===== src/rtl/pin_mux_pkg.sv =====
// Shared constants for the pin multiplexer: register map, select field layout
// and select encoding.
package pin_mux_pkg;

  localparam logic [3:0] ADDR_OUT   = 4'd0;
  localparam logic [3:0] ADDR_DIR   = 4'd1;
  localparam logic [3:0] ADDR_IN    = 4'd2;
  localparam logic [3:0] ADDR_EDGE  = 4'd3;
  localparam logic [3:0] ADDR_IRQEN = 4'd4;
  localparam logic [3:0] ADDR_SET   = 4'd5;
  localparam logic [3:0] ADDR_CLR   = 4'd6;

  localparam int unsigned MSEL_W        = 4;
  localparam int unsigned PINS_PER_WORD = 8;

  typedef logic [MSEL_W-1:0] msel_t;

  localparam msel_t SEL_GPIO = '0;

  // Select words occupy addresses 8..11; the low two address bits pick the word.
  function automatic logic is_msel_addr(input logic [3:0] addr);
    return addr[3:2] == 2'b10;
  endfunction

endpackage


===== src/rtl/pin_mux_in_filter.sv =====
// Per-pin input conditioning: 2-flop synchroniser, stability filter and a
// registered one-cycle pulse whenever the filtered value changes.
module pin_mux_in_filter #(
  parameter int unsigned FILT = 3
) (
  input  logic clk_i,
  input  logic rst_ni,
  input  logic pin_i,
  output logic filt_o,
  output logic chg_o
);

  localparam int unsigned CntW = (FILT < 2) ? 1 : $clog2(FILT);

  logic            sync1_q, sync2_q;
  logic            filt_q, filt_d;
  logic            chg_q, chg_d;
  logic [CntW-1:0] cnt_q, cnt_d;

  // cnt_q counts consecutive cycles the synchronised value differs from filt_q.
  always_comb begin
    filt_d = filt_q;
    cnt_d  = cnt_q;
    chg_d  = 1'b0;
    if (sync2_q == filt_q) begin
      cnt_d = '0;
    end else if (cnt_q == CntW'(FILT - 1)) begin
      filt_d = sync2_q;
      cnt_d  = '0;
      chg_d  = 1'b1;
    end else begin
      cnt_d = cnt_q + CntW'(1);
    end
  end

  always_ff @(posedge clk_i or negedge rst_ni) begin
    if (!rst_ni) begin
      sync1_q <= 1'b0;
      sync2_q <= 1'b0;
      filt_q  <= 1'b0;
      chg_q   <= 1'b0;
      cnt_q   <= '0;
    end else begin
      sync1_q <= pin_i;
      sync2_q <= sync1_q;
      filt_q  <= filt_d;
      chg_q   <= chg_d;
      cnt_q   <= cnt_d;
    end
  end

  assign filt_o = filt_q;
  assign chg_o  = chg_q;

endmodule


===== src/rtl/pin_mux_ctrl.sv =====
// Per-pin I/O multiplexer with Avalon-MM registers: GPIO or alternate-source drive
// with break-before-make select changes, and filtered, edge-flagged inputs.
module pin_mux_ctrl
  import pin_mux_pkg::*;
#(
  parameter int unsigned PINS = 32,
  parameter int unsigned SRCS = 3,
  parameter int unsigned GAP  = 4,
  parameter int unsigned FILT = 3
) (
  input  logic                 iCLK,
  input  logic                 iRESETn,
  input  logic [3:0]           iAVL_ADDRESS,
  input  logic                 iAVL_WRITE,
  input  logic [31:0]          iAVL_WRITEDATA,
  input  logic                 iAVL_READ,
  output logic [31:0]          oAVL_READDATA,
  input  logic [SRCS*PINS-1:0] iALT_O,
  input  logic [SRCS*PINS-1:0] iALT_OE,
  input  logic [PINS-1:0]      iPIN_I,
  output logic [PINS-1:0]      oPIN_O,
  output logic [PINS-1:0]      oPIN_OE,
  output logic [PINS-1:0]      oPIN_IN,
  output logic                 oIRQ
);

  logic [PINS-1:0] out_q, out_d;
  logic [PINS-1:0] dir_q, dir_d;
  logic [PINS-1:0] edge_q, edge_d;
  logic [PINS-1:0] irqen_q, irqen_d;

  // msel_q is the software-visible target; esel_q is what actually drives the pad.
  msel_t [PINS-1:0] msel_q, msel_d;
  msel_t [PINS-1:0] esel_q, esel_d;
  logic  [PINS-1:0][3:0] gcnt_q, gcnt_d;

  logic [PINS-1:0] pin_o_q, pin_o_d;
  logic [PINS-1:0] pin_oe_q, pin_oe_d;
  logic [PINS-1:0] in_filt, in_chg;
  logic [31:0]     rdata_q, rdata_d;
  logic            irq_q, irq_d;
  logic [PINS-1:0] wdata;

  assign wdata = iAVL_WRITEDATA[PINS-1:0];

  for (genvar p = 0; p < PINS; p++) begin : g_in
    pin_mux_in_filter #(
      .FILT(FILT)
    ) u_filt (
      .clk_i (iCLK),
      .rst_ni(iRESETn),
      .pin_i (iPIN_I[p]),
      .filt_o(in_filt[p]),
      .chg_o (in_chg[p])
    );
  end

  // Register writes, gap countdown and sticky edge flags.
  always_comb begin
    out_d   = out_q;
    dir_d   = dir_q;
    irqen_d = irqen_q;
    edge_d  = edge_q | in_chg;
    msel_d  = msel_q;
    esel_d  = esel_q;
    gcnt_d  = gcnt_q;

    for (int unsigned p = 0; p < PINS; p++) begin
      if (gcnt_q[p] != 4'd0) begin
        gcnt_d[p] = gcnt_q[p] - 4'd1;
        if (gcnt_q[p] == 4'd1) begin
          esel_d[p] = msel_q[p];
        end
      end
    end

    if (iAVL_WRITE) begin
      case (iAVL_ADDRESS)
        ADDR_OUT:   out_d   = wdata;
        ADDR_DIR:   dir_d   = wdata;
        ADDR_EDGE:  edge_d  = (edge_q & ~wdata) | in_chg;
        ADDR_IRQEN: irqen_d = wdata;
        ADDR_SET:   out_d   = out_q | wdata;
        ADDR_CLR:   out_d   = out_q & ~wdata;
        default: begin
          if (is_msel_addr(iAVL_ADDRESS)) begin
            for (int unsigned p = 0; p < PINS; p++) begin
              if (iAVL_ADDRESS[1:0] == 2'(p / PINS_PER_WORD) &&
                  iAVL_WRITEDATA[(p % PINS_PER_WORD) * MSEL_W +: MSEL_W] != msel_q[p]) begin
                msel_d[p] = iAVL_WRITEDATA[(p % PINS_PER_WORD) * MSEL_W +: MSEL_W];
                gcnt_d[p] = 4'(GAP);
              end
            end
          end
        end
      endcase
    end

    irq_d = |(edge_d & irqen_d);
  end

  // Pad drive from the effective select; selects above SRCS leave the pin idle.
  always_comb begin
    pin_o_d  = '0;
    pin_oe_d = '0;
    for (int unsigned p = 0; p < PINS; p++) begin
      if (gcnt_q[p] == 4'd0) begin
        if (esel_q[p] == SEL_GPIO) begin
          pin_oe_d[p] = dir_q[p];
          pin_o_d[p]  = out_q[p] & dir_q[p];
        end
        for (int unsigned k = 0; k < SRCS; k++) begin
          if (esel_q[p] == MSEL_W'(k + 1)) begin
            pin_o_d[p]  = iALT_O[k * PINS + p];
            pin_oe_d[p] = iALT_OE[k * PINS + p];
          end
        end
      end
    end
  end

  always_comb begin
    rdata_d = '0;
    case (iAVL_ADDRESS)
      ADDR_OUT:   rdata_d[PINS-1:0] = out_q;
      ADDR_DIR:   rdata_d[PINS-1:0] = dir_q;
      ADDR_IN:    rdata_d[PINS-1:0] = in_filt;
      ADDR_EDGE:  rdata_d[PINS-1:0] = edge_q;
      ADDR_IRQEN: rdata_d[PINS-1:0] = irqen_q;
      default: begin
        if (is_msel_addr(iAVL_ADDRESS)) begin
          for (int unsigned p = 0; p < PINS; p++) begin
            if (iAVL_ADDRESS[1:0] == 2'(p / PINS_PER_WORD)) begin
              rdata_d[(p % PINS_PER_WORD) * MSEL_W +: MSEL_W] = msel_q[p];
            end
          end
        end
      end
    endcase
  end

  always_ff @(posedge iCLK or negedge iRESETn) begin
    if (!iRESETn) begin
      out_q    <= '0;
      dir_q    <= '0;
      edge_q   <= '0;
      irqen_q  <= '0;
      msel_q   <= '0;
      esel_q   <= '0;
      gcnt_q   <= '0;
      pin_o_q  <= '0;
      pin_oe_q <= '0;
      rdata_q  <= '0;
      irq_q    <= 1'b0;
    end else begin
      out_q    <= out_d;
      dir_q    <= dir_d;
      edge_q   <= edge_d;
      irqen_q  <= irqen_d;
      msel_q   <= msel_d;
      esel_q   <= esel_d;
      gcnt_q   <= gcnt_d;
      pin_o_q  <= pin_o_d;
      pin_oe_q <= pin_oe_d;
      irq_q    <= irq_d;
      if (iAVL_READ) begin
        rdata_q <= rdata_d;
      end
    end
  end

  assign oPIN_O        = pin_o_q;
  assign oPIN_OE       = pin_oe_q;
  assign oPIN_IN       = in_filt;
  assign oIRQ          = irq_q;
  assign oAVL_READDATA = rdata_q;

endmodule


===== config.mk =====
export PLATFORM = sky130hd
export DESIGN_NAME = pin_mux_ctrl
export DESIGN_NICKNAME = d
export VERILOG_FILES = /design/src/rtl/pin_mux_pkg.sv /design/src/rtl/pin_mux_in_filter.sv /design/src/rtl/pin_mux_ctrl.sv
export SDC_FILE = /design/constraint.sdc
export NUM_CORES = 1
export LEC_CHECK = 0
export CORE_MARGIN = 5
export CORE_UTILIZATION = 40
export DETAILED_ROUTE_END_ITERATION = 10
export PLACE_DENSITY = 0.68
export SYNTH_ARGS = -nofsm -noshare
export SYNTH_HDL_FRONTEND = slang
export SYNTH_HIERARCHICAL = 1
export SYNTH_SLANG_ARGS = --single-unit

===== constraint.sdc =====
create_clock -name iCLK -period 5.15 [get_ports iCLK]
set_input_delay 1.2875 -clock iCLK [delete_from_list [all_inputs] [get_ports iCLK]]
set_output_delay 1.2875 -clock iCLK [all_outputs]
set_load 0.02 [all_outputs]

==> flow_summary.json <==
{
  "hp-class": "reg -> reg",
  "cts-root-buf": "clkbuf_16",
  "drt_iter0_drc": 2558,
  "wl_mm": 105.9,
  "hold_violations": 0,
  "rsz0062_at_grt": "no",
  "num_vias": 25120,
  "synth.most_common_cell": "dfrtp_1",
  "worst_pin_slew_ns": 1.135,
  "drc": 0,
  "arrival_ns": 3.99,
  "async_flop_share_pct": 100.0,
  "grt_pass1_wl_mm": 161.7,
  "min_to": "g_in[24].u_filt/sync2_q",
  "cts_sinks": 801,
  "first_pass_iters": 7,
  "die_y_um": 310.6,
  "grt_pass1_vias": 25740,
  "fin_tns_setup_ns": 0,
  "ys_top_cells_by_count": "801 x dfrtp_1, 281 x mux2_2, 224 x nor2_1",
  "cp-start-kind": "input pin",
  "cp-end-kind": "register",
  "finalCriticalPeriod_ns": 3.464,
  "die_w_um": 310.6,
  "synth_area_um2": 36150,
  "min_period_over_period_pct": 67.25,
  "yosysUniqueCellTypes": 45,
  "ctsResizeCount": 0,
  "required_ns": 5.68,
  "setup_viol": 0,
  "powerDensity_nw_per_um2": 536.6,
  "synth-seq-area-share_pct": 55.44,
  "fin_cells": 4565,
  "clk_latency_ns": 0.66,
  "nets": 3643,
  "grt_usage_pct": 21.64,
  "avgViaCountPerCell": 5.504,
  "yosys_most_used_dff": "dfrtp_1",
  "final-seq-area_um2": 20040,
  "min_path_cells": 0,
  "grt-ovfl-total": 0,
  "detail-route-antenna-nets": 0,
  "drive_gt1_share_pct": 17.93,
  "syn_to_final_growth_pct": 23.16,
  "timing.rr.start": "gcnt_q[97]",
  "clockBufferDepth": 3,
  "holdCritStartpoint": "g_in[24].u_filt/sync1_q",
  "nFillCells": 7762,
  "reg2reg_slack_ns": 3.09,
  "peakVddDrop_mv": 0.2838,
  "syn_nets": 3230,
  "core_um2": 89870,
  "io_buffers": 392,
  "gp_congestion": 0.8684,
  "holdWs_ns": 0.3454,
  "antenna_found_initial": 14,
  "cap_violations": 0,
  "cts_htree_levels": 3,
  "path_max_fanout": 26,
  "start_util_pct": 40.23,
  "fin_skew_ns": 0.02275,
  "power.total_mw": 23.89,
  "ys_seq_elements": 801,
  "status": "finished, final reports clean",
  "worstSetupPathType": "in -> reg",
  "r2r_cells": 6,
  "syn-instance-count": 2902,
  "worst_slack_ns": 1.686,
  "postSynthAreaPerCell_um2": 12.46,
  "slew_headroom_pct": 23.91,
  "rr_endpoint": "oPIN_O[24]",
  "cts_setup_buffers": 0,
  "synth_edf_count": 0,
  "die-area_um2": 96500,
  "place_ws_ns": 1.061,
  "cts_hold_buf": 0,
  "yosys.area.top_type": "dfrtp_1",
  "yosys-top-cells-area": "dfrtp_1 55%, mux2_2 8.8%, xnor2_1 4.4%",
  "ys.warnings.count": 6,
  "grt_max_degree": 100,
  "p_leak_nw": 19.19,
  "placed_cells": 4402,
  "dp.final_hpwl_mm": 78.74,
  "cts.clk_slew.worst_paths_ns": 0.06,
  "io_pins": 393,
  "fmaxAchievable_mhz": 288.7,
  "cts_tree": "built",
  "row_count": 110,
  "drv_slew": 0,
  "multi_input_area_um2": 15420,
  "synth_top_area_share_pct": 55.44,
  "post_drt_wl_per_cell_um": 23.20,
  "cts_buffers": 87
}
## kinds of logic after synthesis
kind of cell,after synthesis,share of synthesized area [%]
adders and majority gates,64,2.215
muxes,416,14.65
DFF,801,55.44
xor gates and xnor gates,194,4.700
buffers and inverters,189,2.011
and+or+nand+nor,807,12.07
AOI/OAI and AO/OA,431,8.912
## layout by cell type (no fill, tap or decap), drive strengths merged, types with 32 or more instances in the layout
master and count:
a41oi 36, ha 64, nor4b 34, nor2 224, clkbuf 117, a211oi 96
clkdlybuf4s50 387, dfrtp 801, nor2b 156, mux2 320, inv 77, nand2 179
nand2b 34, mux4 47, nor3 66, buf 52, a222oi 48, nor3b 32
xnor2 180, mux2i 49, a22o 54, or3 65, o21ai 49, a21oi 58
## power breakdown
part	switching, mW	internal [mW]	leakage [nW]
registers	2.38	8.33	9.95
clock network	2.68	3.63	1.42
logic	3.03	3.85	7.82
## metrics by stage
| step | utilization, % | cell area [um^2] |
|---|---|---|
| global placement | 46.28 | 41590 |
| floorplan | - | 36150 |
| finish | 49.54 | 44530 |
| CTS | 49.53 | 44520 |
| detailed placement | 46.28 | 41590 |
| global route | 49.53 | 44520 |
## how the worst max path moves through the flow
stage / to / startpoint / slack [ns]
2_1_floorplan: oIRQ / iAVL_ADDRESS[0] / 2.07
3_3_place_gp: oIRQ / iAVL_ADDRESS[2] / 1.12
3_5_place_dp: oIRQ / iAVL_ADDRESS[2] / 1.06
4_1_cts: oIRQ / iAVL_ADDRESS[2] / 1.76
5_1_grt: gcnt_q[88] / iAVL_ADDRESS[3] / 1.58
6_report: gcnt_q[21] / iAVL_ADDRESS[3] / 1.69
## critical path, stage by stage
cell and delay, ns:
clkdlybuf4s50_1 0.72, nand2b_1 0.18, nor3_2 0.92, buf_4 0.48
o41ai_1 0.18, inv_1 0.13, a211oi_1 0.06
## metal layers
metal	vias up	routed length, um	global-route usage (%)
li1	11280	-	-
met1	12710	43250	28.42
met5	-	87	0
met2	957	48720	34.19
met3	164	9885	6.387
met4	14	3953	8.124
## sequential cells by signal, summed over array words and instances (netlist names)
name                 flops
dir_q                   32
edge_q                  32
esel_q                 128
g_in.u_filt/chg_o       32
g_in.u_filt/cnt_q       64
g_in.u_filt/filt_o      32
g_in.u_filt/sync1_q     32
g_in.u_filt/sync2_q     32
gcnt_q                 128
irqen_q                 32
msel_q                 128
oAVL_READDATA           32
oIRQ                     1
oPIN_O                  32
oPIN_OE                 32
out_q                   32
## area by class of cell
| type | count | share of cell area, % |
|---|---|---|
| Multi-Input combinational cell | 1912 | 34.64 |
| Timing Repair Buffer | 439 | 9.824 |
| Clock buffer | 117 | 5.480 |
| Clock inverter | 43 | 1.090 |
| Antenna cell | 3 | 0.01686 |
| Sequential cell | 801 | 45.02 |
| Inverter | 74 | 0.6238 |
| Tap cell | 1176 | 3.305 |
No activity file was read; power rests on OpenSTA's default activity.
